[src/rtl/ctrl_pipe.sv]
// ctrl_pipe: merges hold requesters, bus hold and ex jump into per-stage
// hold/flush vectors, with a one-entry pending jump replayed after bus hold.
// Params: STAGES (stage 0 = pc), NUM_SRC, ADDR_W; DW is derived.
// Ports: clk, rst (sync, active high), hold_req_i, hold_depth_i,
//   jump_flag_i, jump_addr_i, bus_hold_flag_i -> hold_o, flush_o,
//   jump_flag_o, jump_addr_o, jump_pending_o.
// Option: CTRL_PIPE_PERF_EN adds saturating stall_cnt_o / flush_cnt_o.
module ctrl_pipe #(
   parameter int STAGES  = 3,
   parameter int NUM_SRC = 2,
   parameter int ADDR_W  = 32,
   localparam int DW     = $clog2(STAGES + 1)
) (
   input  logic                  clk,
   input  logic                  rst,
   input  logic [NUM_SRC-1:0]    hold_req_i,
   input  logic [NUM_SRC*DW-1:0] hold_depth_i,
   input  logic                  jump_flag_i,
   input  logic [ADDR_W-1:0]     jump_addr_i,
   input  logic                  bus_hold_flag_i,
   output logic [STAGES-1:0]     hold_o,
   output logic [STAGES-1:0]     flush_o,
   output logic                  jump_flag_o,
   output logic [ADDR_W-1:0]     jump_addr_o,
   output logic                  jump_pending_o
`ifdef CTRL_PIPE_PERF_EN
   ,
   output logic [31:0]           stall_cnt_o,
   output logic [31:0]           flush_cnt_o
`endif
);

   // every stage behind pc is flushed on a redirect
   localparam logic [STAGES-1:0] FLUSH_MASK =
      {STAGES{1'b1}} ^ STAGES'(1);

   typedef enum logic {IDLE, PEND} state_t;

   state_t              state_q;
   state_t              state_d;
   logic [ADDR_W-1:0]   addr_q;
   logic [DW-1:0]       dep;
   logic [DW-1:0]       dep_k;
   logic [STAGES-1:0]   hold_dep;

   // deepest clamped request wins; bus hold counts as depth 1
   always_comb begin
      dep   = DW'(bus_hold_flag_i);
      dep_k = '0;
      for (int k = 0; k < NUM_SRC; k++) begin
         dep_k = hold_depth_i[k*DW +: DW];
         if (dep_k > DW'(STAGES))
            dep_k = DW'(STAGES);
         if (hold_req_i[k] && (dep_k > dep))
            dep = dep_k;
      end
   end

   always_comb begin
      hold_dep = '0;
      for (int i = 0; i < STAGES; i++)
         hold_dep[i] = (i < int'(dep));
   end

   always_ff @(posedge clk) begin
      if (rst) begin
         state_q <= IDLE;
         addr_q  <= '0;
      end else begin
         state_q <= state_d;
         if (state_q == IDLE && jump_flag_i && bus_hold_flag_i)
            addr_q <= jump_addr_i;
      end
   end

   always_comb begin
      state_d = state_q;
      unique case (state_q)
         IDLE:
            if (jump_flag_i && bus_hold_flag_i)
               state_d = PEND;
         PEND:
            if (!bus_hold_flag_i)
               state_d = IDLE;
         default:
            state_d = IDLE;
      endcase
   end

   always_comb begin
      hold_o         = '0;
      flush_o        = '0;
      jump_flag_o    = 1'b0;
      jump_addr_o    = '0;
      jump_pending_o = 1'b0;
      if (!rst) begin
         unique case (state_q)
            IDLE: begin
               unique case (1'b1)
                  (jump_flag_i && !bus_hold_flag_i): begin
                     jump_flag_o = 1'b1;
                     jump_addr_o = jump_addr_i;
                     flush_o     = FLUSH_MASK;
                  end
                  // jump captured; pc waits for the bus
                  (jump_flag_i && bus_hold_flag_i): begin
                     hold_o  = STAGES'(1);
                     flush_o = FLUSH_MASK;
                  end
                  default:
                     hold_o = hold_dep;
               endcase
            end
            PEND: begin
               jump_pending_o = 1'b1;
               if (bus_hold_flag_i) begin
                  hold_o = '1;
               end else begin
                  jump_flag_o = 1'b1;
                  jump_addr_o = addr_q;
                  flush_o     = FLUSH_MASK;
               end
            end
            default: ;
         endcase
      end
   end

`ifdef CTRL_PIPE_PERF_EN
   always_ff @(posedge clk) begin
      if (rst) begin
         stall_cnt_o <= '0;
         flush_cnt_o <= '0;
      end else begin
         if (hold_o[0] && (stall_cnt_o != '1))
            stall_cnt_o <= stall_cnt_o + 32'd1;
         if (jump_flag_o && (flush_cnt_o != '1))
            flush_cnt_o <= flush_cnt_o + 32'd1;
      end
   end
`else
   // no performance counters in this build
`endif

endmodule

[config.mk]
export PLATFORM = sky130hd
export DESIGN_NAME = ctrl_pipe
export DESIGN_NICKNAME = d
export VERILOG_FILES = /design/src/rtl/ctrl_pipe.sv
export SDC_FILE = /design/constraint.sdc
export NUM_CORES = 1
export LEC_CHECK = 0
export BUFFER_PORTS_ARGS = -buffer_cell sky130_fd_sc_hd__buf_4
export CAP_MARGIN = 25
export CELL_PAD_IN_SITES_DETAIL_PLACEMENT = 0
export CELL_PAD_IN_SITES_GLOBAL_PLACEMENT = 1
export CORE_ASPECT_RATIO = 1.4
export CORE_MARGIN = 2
export CORE_UTILIZATION = 31
export DETAILED_ROUTE_END_ITERATION = 12
export HOLD_SLACK_MARGIN = 0.1
export PLACE_DENSITY_LB_ADDON = 0.1
export SYNTH_ARGS = -nofsm -noshare
export SYNTH_HDL_FRONTEND = slang
export SYNTH_SLANG_ARGS = --single-unit
[constraint.sdc]
create_clock -name clk -period 2.1 [get_ports clk]
set_input_delay 0 -clock clk [delete_from_list [all_inputs] [get_ports clk]]
set_output_delay 0 -clock clk [all_outputs]
set_load 0.03 [all_outputs]
==> impl_metrics.csv, run 1 <==
group,metric,value,unit
timing,finalCritPeriodShare,0.980,
synth,synthTopCellsByArea,"dfxtp_1 (37%), nand2_1 (14%), a22oi_1 (13%), a21oi_1 (9.5%), nor2_1 (7.6%)",
cells_and_area,nets,409,
cells_and_area,n_antenna_cell,0,
synth,yosysMostFrequentCell,"nand2_1",
flow_run,max_cap_viol_count,0,
timing,hold_viol,0,
detailed_routing,vias,2078,
worst_setup_path,cp.required,2.10,ns
cts,clkSlewWorstSetupHoldPaths,0.06,ns
worst_setup_path,crit_fanout,3,
floorplanning,ios,82,
grt,antenna_found_initial,0,
synth,synth_common_cells,"nand2_1 (67), nor2_1 (36), a21oi_1 (34)",
cts,cts_tree,"done",
worst_setup_path,end_kind,"output pin",
synth,yosysUniqueCellTypes,25,
outcome,status,"complete, no violations",
timing,holdWs,0.173,ns
cts,clk_path_buf_depth,2,
cells_and_area,final_cells,431,
synth,synthesis.area,1780,um2
detailed_routing,drt_iter0_drc,51,
grt,grt_pass1_wl,8.56,mm
worst_setup_path,startpoint,"bus_hold_flag_i",
floorplanning,dieArea,6390,um2
placed_design,io_buffers,80,
cts,clkLatencyLatePin,0.28,ns
cells_and_area,layout-drive-gt1-share,0.314,
timing,clock.fmax,486,MHz
floorplanning,rows,32,
worst_setup_path,crit_end,"hold_o[0]",
cts,htreeDepth,2,
timing,period_needed,2.06,ns
power,irDropWorstVdd,284,uV
synth,syn_area_per_cell,7.00,um2
worst_setup_path,critPathLaunchType,"input pin",
timing,slew_viol_final,0,
worst_setup_path,criticalPathCategory,"input pin to output pin",
timing,finalSetupViolCount,0,
synth,synthesis.instances,255,
placed_design,placed_area,2460,um2
cts,root_buffer,"clkbuf_8",
worst_setup_path,cp_data_arrival_time,2.06,ns
cts,numCtsBuffers,5,
worst_setup_path,r2r_setup_slack,0.82,ns
cts,clock-sinks,33,
synth,synth_fp_nets,300,
synth,ys_seq_elements,33,
synth,yosys_warnings,0,
worst_setup_path,reg2reg_depth,5,
worst_setup_path,r2r_end,"addr_q[2]$_SDFFE_PP0P_",
floorplanning,fp.dieW,68.1,um
worst_setup_path,r2r_start,"state_q$_SDFF_PP0_",
synth,synth_top_area_frac,0.370,
detailed_routing,ant_nets,0,
cells_and_area,fin_area,2940,um2
detailed_routing,routed_wl,5.28,mm
synth,synth_area_leader_cell,"dfxtp_1",
grt,grt.overflow.total,0,
placed_design,dp_cells,390,
detailed_routing,remaining_drc_errors,0,
floorplanning,core_area,5530,um2
floorplanning,start_util,0.323,
cells_and_area,syn_to_final_growth,64.7,%
synth,ys_async_sr_fraction,0,
synth,synth_edf_count,0,
floorplanning,die_h,93.8,um
power,leakage,1.27,nW
synth,yosysSeqAreaShare,0.370,
detailed_routing,wire_per_inst,12.2,um
timing,clock_skew,0.00519,ns
timing,finalSetupTns,0,ns
placed_design,gp_congestion,0.704,
cells_and_area,nFillCells,558,
detailed_routing,avgViaCountPerCell,4.82,
synth,synth_ff_type,"dfxtp_1",
grt,grt.total_usage,0.172,
grt,grt_max_degree,45,
grt,grt_pass1_vias,1952,
hold_path,min_path_type,"input pin to flip-flop",
power,power.density,519,nW/um2
detailed_routing,drtPass1Iterations,4,
placed_design,dp_hpwl,3.42,mm
power,totalPowerFinal,0.00153,W
## worst min path at each step
stage                                          to  slack (ns)  depth (start not counted)            start
final                     addr_q[24]$_SDFFE_PP0P_        0.17                          2              rst
after CTS                 addr_q[29]$_SDFFE_PP0P_        0.17                          2              rst
after detailed placement  addr_q[29]$_SDFFE_PP0P_        0.27                          3  jump_addr_i[29]
after floorplan                       jump_flag_o        0.12                          1  bus_hold_flag_i
after global routing      addr_q[29]$_SDFFE_PP0P_        0.18                          2              rst
after global placement    addr_q[29]$_SDFFE_PP0P_        0.26                          3  jump_addr_i[29]
## per-layer routing
metal | track usage | vias up | part of all wire
li1 | - | 1070 | -
met1 | 0.201 | 944 | 0.43
met2 | 0.295 | 57 | 0.51
met3 | 0.0372 | 7 | 0.047
met4 | 0.0667 | 0 | 0.017
met5 | 0 | - | 0
## cell type report
class / count / area (um2) / area share
well taps: 68 / 85.1 / 0.0290
clock inverters: 1 / 5.00 / 0.00170
multi-input cells: 193 / 1060 / 0.360
clock buffers: 5 / 68.8 / 0.0234
inverters: 5 / 21.3 / 0.00724
repair buffers: 126 / 1040 / 0.354
flip-flops and latches: 33 / 661 / 0.225
## cells by family (layout without fill, tap and decap cells)
kind of cell / count (synthesis) / count (layout) / synth area share
AND/OR/NAND/NOR: 115 / 115 / 0.259
AO/OA/AOI/OAI: 71 / 71 / 0.257
flip-flops: 33 / 33 / 0.370
buffers and inverters: 29 / 137 / 0.0743
adder cells (fa/ha/maj): 3 / 3 / 0.0210
multiplexers: 3 / 3 / 0.0168
other: 1 / 1 / 0.00210
## repair_timing
item	in CTS	in global routing
pin swaps	3	6
hold buffers	33	0
endpoints found under the hold margin	33	0
buffers inserted	1	1
endpoints found under the setup margin	3	3
gates resized for setup	4	9
## metrics by stage
stage	util	setup WS (ns)
floorplan	-	-0.0315
global placement	0.445	-0.0616
detailed placement	0.445	-0.0916
CTS	0.522	0.000666
global route	0.532	-0.0198
finish	0.532	0.0420
## report_power, final
part	switching [W]	internal (W)
clock	0.000216	0.000218
combinational	0.000218	0.000205
sequential	0.0000139	0.000655
total	0.000448	0.00108
## placed cells by master (no fill, tap or decap), types with 2 or more instances in the layout
cell type | netlist | routed
nor3_1 | 3 | 3
nor2_2 | 0 | 2
a22oi_1 | 32 | 32
ha_4 | 0 | 2
inv_1 | 5 | 4
nor2_1 | 36 | 34
nand2_1 | 67 | 66
dfxtp_1 | 33 | 33
clkbuf_8 | 0 | 5
a21oi_1 | 34 | 34
dlygate4sd3_1 | 0 | 33
buf_4 | 2 | 91
mux2i_1 | 3 | 2
## state kept, by name, indices dropped and copies added (netlist names)
signal,count
state_q,1
addr_q,32
## critical path, cell delays in order
cell and delay, ns:
buf_8 0.10, ha_4 0.22, or3b_1 0.37, a32o_2 0.30, ha_4 0.17, nor2b_4 0.12, o211ai_4 0.12, mux2i_2 0.18
a311oi_2 0.27, buf_4 0.20
No activity file was read; power rests on OpenSTA's default activity.
==> inputs of run 2 (changes only) <==
- CORE_ASPECT_RATIO: 1.4 -> 0.5
- RECOVER_POWER: unset -> 25
==> run 2 against run 1 <==
Effect of this change:
- critical path depth increased by 1
- sequential power about the same
- flip-flop and latch count unchanged
- cell count increased by 0.46%
- cell area increased by 2.7%
- count of clock-buffer cells in the layout increased by 2
- global-route usage decreased by 1.5 points
- die area increased by 0.45%
- via count increased by 0.96%
- fmax decreased by 0.52%
- critical endpoint unchanged
- largest cell class unchanged
- highest routed layer unchanged
==> impl_metrics.csv, run 2 (synthesized netlist as in run 1, its figures left out) <==
group,metric,value,unit
cts,clkLatencyLatePin,0.28,ns
worst_setup_path,crit_top_cell,"ha_4",
cts,root_buffer,"clkbuf_16",
timing,worst_slew_pin_slew,0.552,ns
timing,finalSetupViolCount,0,
timing,clock.fmax,483,MHz
grt,antenna_found_initial,0,
cts,cts_tree,"done",
cells_and_area,final_cell_mix,"buf_4 (80), nand2_1 (66), nor2_1 (34), a21oi_1 (34)",
worst_setup_path,cp.required,2.10,ns
worst_setup_path,end_kind,"output pin",
timing,finalCritPeriodShare,0.985,
power,pwr-share-comb,0.217,
grt,grt.overflow.total,0,
worst_setup_path,critPathSlowestCell,"or3b_1",
flow_run,max_cap_viol_count,0,
cells_and_area,largest_reg_flops,32,
timing,rsz0062_at_grt,"true",
cells_and_area,nets,404,
worst_setup_path,cp_data_arrival_time,2.07,ns
timing,holdWs,0.189,ns
cts,clock-sinks,33,
detailed_routing,vias,2098,
timing,slew_viol_final,0,
detailed_routing,ant_nets,0,
floorplanning,die_h,57.6,um
timing,clock_skew,0.00722,ns
worst_setup_path,crit_fanout,3,
detailed_routing,drt_iter0_drc,136,
cts,clk_path_buf_depth,2,
cts,clkSlewWorstSetupHoldPaths,0.05,ns
detailed_routing,dr_wl_met3,330,um
power,clkPwrFrac,0.437,
power,leakage,1.28,nW
power,power.density,643,nW/um2
detailed_routing,remaining_drc_errors,0,
cells_and_area,reg_top3,"addr_q x32, state_q x1",
hold_path,min_path_type,"input pin to flip-flop",
power,intPower,0.00145,W
grt,grt_max_degree,53,
worst_setup_path,criticalPathCategory,"input pin to output pin",
timing,hold_viol,0,
worst_setup_path,reg2reg_depth,5,
hold_path,min_path_cells,4,
floorplanning,dieArea,6420,um2
cells_and_area,layout_commonest_cell,"buf_4",
cells_and_area,post-route-util,0.547,
detailed_routing,drtPass1Iterations,4,
floorplanning,rows,19,
detailed_routing,avgViaCountPerCell,4.85,
power,seqPwrFrac,0.345,
detailed_routing,wire_per_inst,12.3,um
floorplanning,fp.dieW,111,um
grt,grt_pass1_vias,1865,
floorplanning,ios,82,
cells_and_area,layout-drive-gt1-share,0.297,
cells_and_area,top_register,"addr_q",
power,p_switching,0.000492,W
grt,grt.total_usage,0.156,
floorplanning,start_util,0.324,
placed_design,dp_hpwl,3.42,mm
cells_and_area,n_antenna_cell,0,
power,irDropWorstVdd,404,uV
cts,numCtsBuffers,5,
worst_setup_path,cp_cell_sequence,"buf_6 -> inv_4 -> ha_4 -> or3b_1 -> a32o_2 -> ha_4 -> nand2_4 -> o211ai_4 -> mux2i_2 -> a311oi_2 -> buf_4",
outcome,status,"complete, no violations",
timing,period_needed,2.07,ns
power,swShare,0.254,
detailed_routing,highest-signal-layer,"met4",
timing,slew-limit-headroom,0.632,
worst_setup_path,critPathLaunchType,"input pin",
worst_setup_path,max_stage_delay,0.36,ns
placed_design,io_buffers,80,
placed_design,gp_congestion,0.717,
detailed_routing,met1_length,2.47,mm
floorplanning,core_area,5520,um2
cts,htreeDepth,2,
cells_and_area,syn_to_final_growth,69.1,%
grt,grt_pass1_wl,8.19,mm
detailed_routing,routed_wl,5.31,mm
detailed_routing,dr_wl_met2,2.44,mm
-- run 2: cell types whose count changed in the layout (fill, tap and decap cells not counted), sizes merged --
cell,change
buf,-9
clkbuf,+6
bufinv,+1
clkinv,-1
-- run 2: power groups by stage --
| stage | Sequential [W] | Clock [W] | Combinational [W] |
|---|---|---|---|
| final | 0.000671 | 0.000849 | 0.000422 |
| after global routing | 0.000674 | 0.000901 | 0.000458 |
| after CTS | 0.000670 | 0.000873 | 0.000412 |
| after detailed placement | 0.000684 | 0 | 0.000350 |
| after global placement | 0.000682 | 0 | 0.000345 |
| after floorplan | 0.000680 | 0 | 0.000206 |
-- run 2: critical path: cells and delay by family --
kind,cells,cell delay [ns]
AOI/OAI and AO/OA,3,0.68
adders and majority gates,2,0.43
buffers and inverters,3,0.34
muxes,1,0.18
and+or+nand+nor,2,0.43
-- run 2: repair_timing --
item,CTS,global route
hold endpoints to repair,33,0
resized for setup,4,8
hold buffers,33,0
buffers inserted,1,0
pin swaps,3,7
setup endpoints to repair,2,3
-- run 2: final timing paths --
| path | slack (ns) | to | startpoint |
|---|---|---|---|
| worst max-delay path | 0.03 | hold_o[0] | hold_depth_i[0] |
| worst min-delay path | 0.19 | state_q$_SDFF_PP0_ | bus_hold_flag_i |
| worst max register to register | 0.22 | addr_q[15]$_SDFFE_PP0P_ | state_q$_SDFF_PP0_ |
| worst min register to register | 0.45 | addr_q[4]$_SDFFE_PP0P_ | addr_q[4]$_SDFFE_PP0P_ |
-- run 2: cell type report --
class                   instances  area (um2)
flip-flops and latches         33         661
repair buffers                121        1010
multi-input cells             193        1060
well taps                      73        91.3
clock buffers                   7         143
clock inverters                 1        30.0
fillers                       556        2500
inverters                       5        21.3
-- run 2: stage by stage --
stage / std cells / power, W / setup WS, ns / area (um2) / TNS (ns)
floorplan: 255 / 0.000886 / -0.0315 / 1800 / -0.0315
global placement: 391 / 0.00103 / -0.0464 / 2460 / -0.0464
detailed placement: 391 / 0.00103 / -0.0761 / 2460 / -0.0937
CTS: 433 / 0.00195 / 0.00745 / 2990 / 0
global route: 433 / 0.00203 / -0.0313 / 3020 / -0.0313
finish: 433 / 0.00194 / 0.0313 / 3020 / 0
-- run 2: metal layers --
| layer | track usage | up-vias |
|---|---|---|
| li1 | - | 1065 |
| met1 | 0.195 | 960 |
| met2 | 0.264 | 66 |
| met3 | 0.0471 | 7 |
| met4 | 0.0529 | 0 |
| met5 | 0 | - |
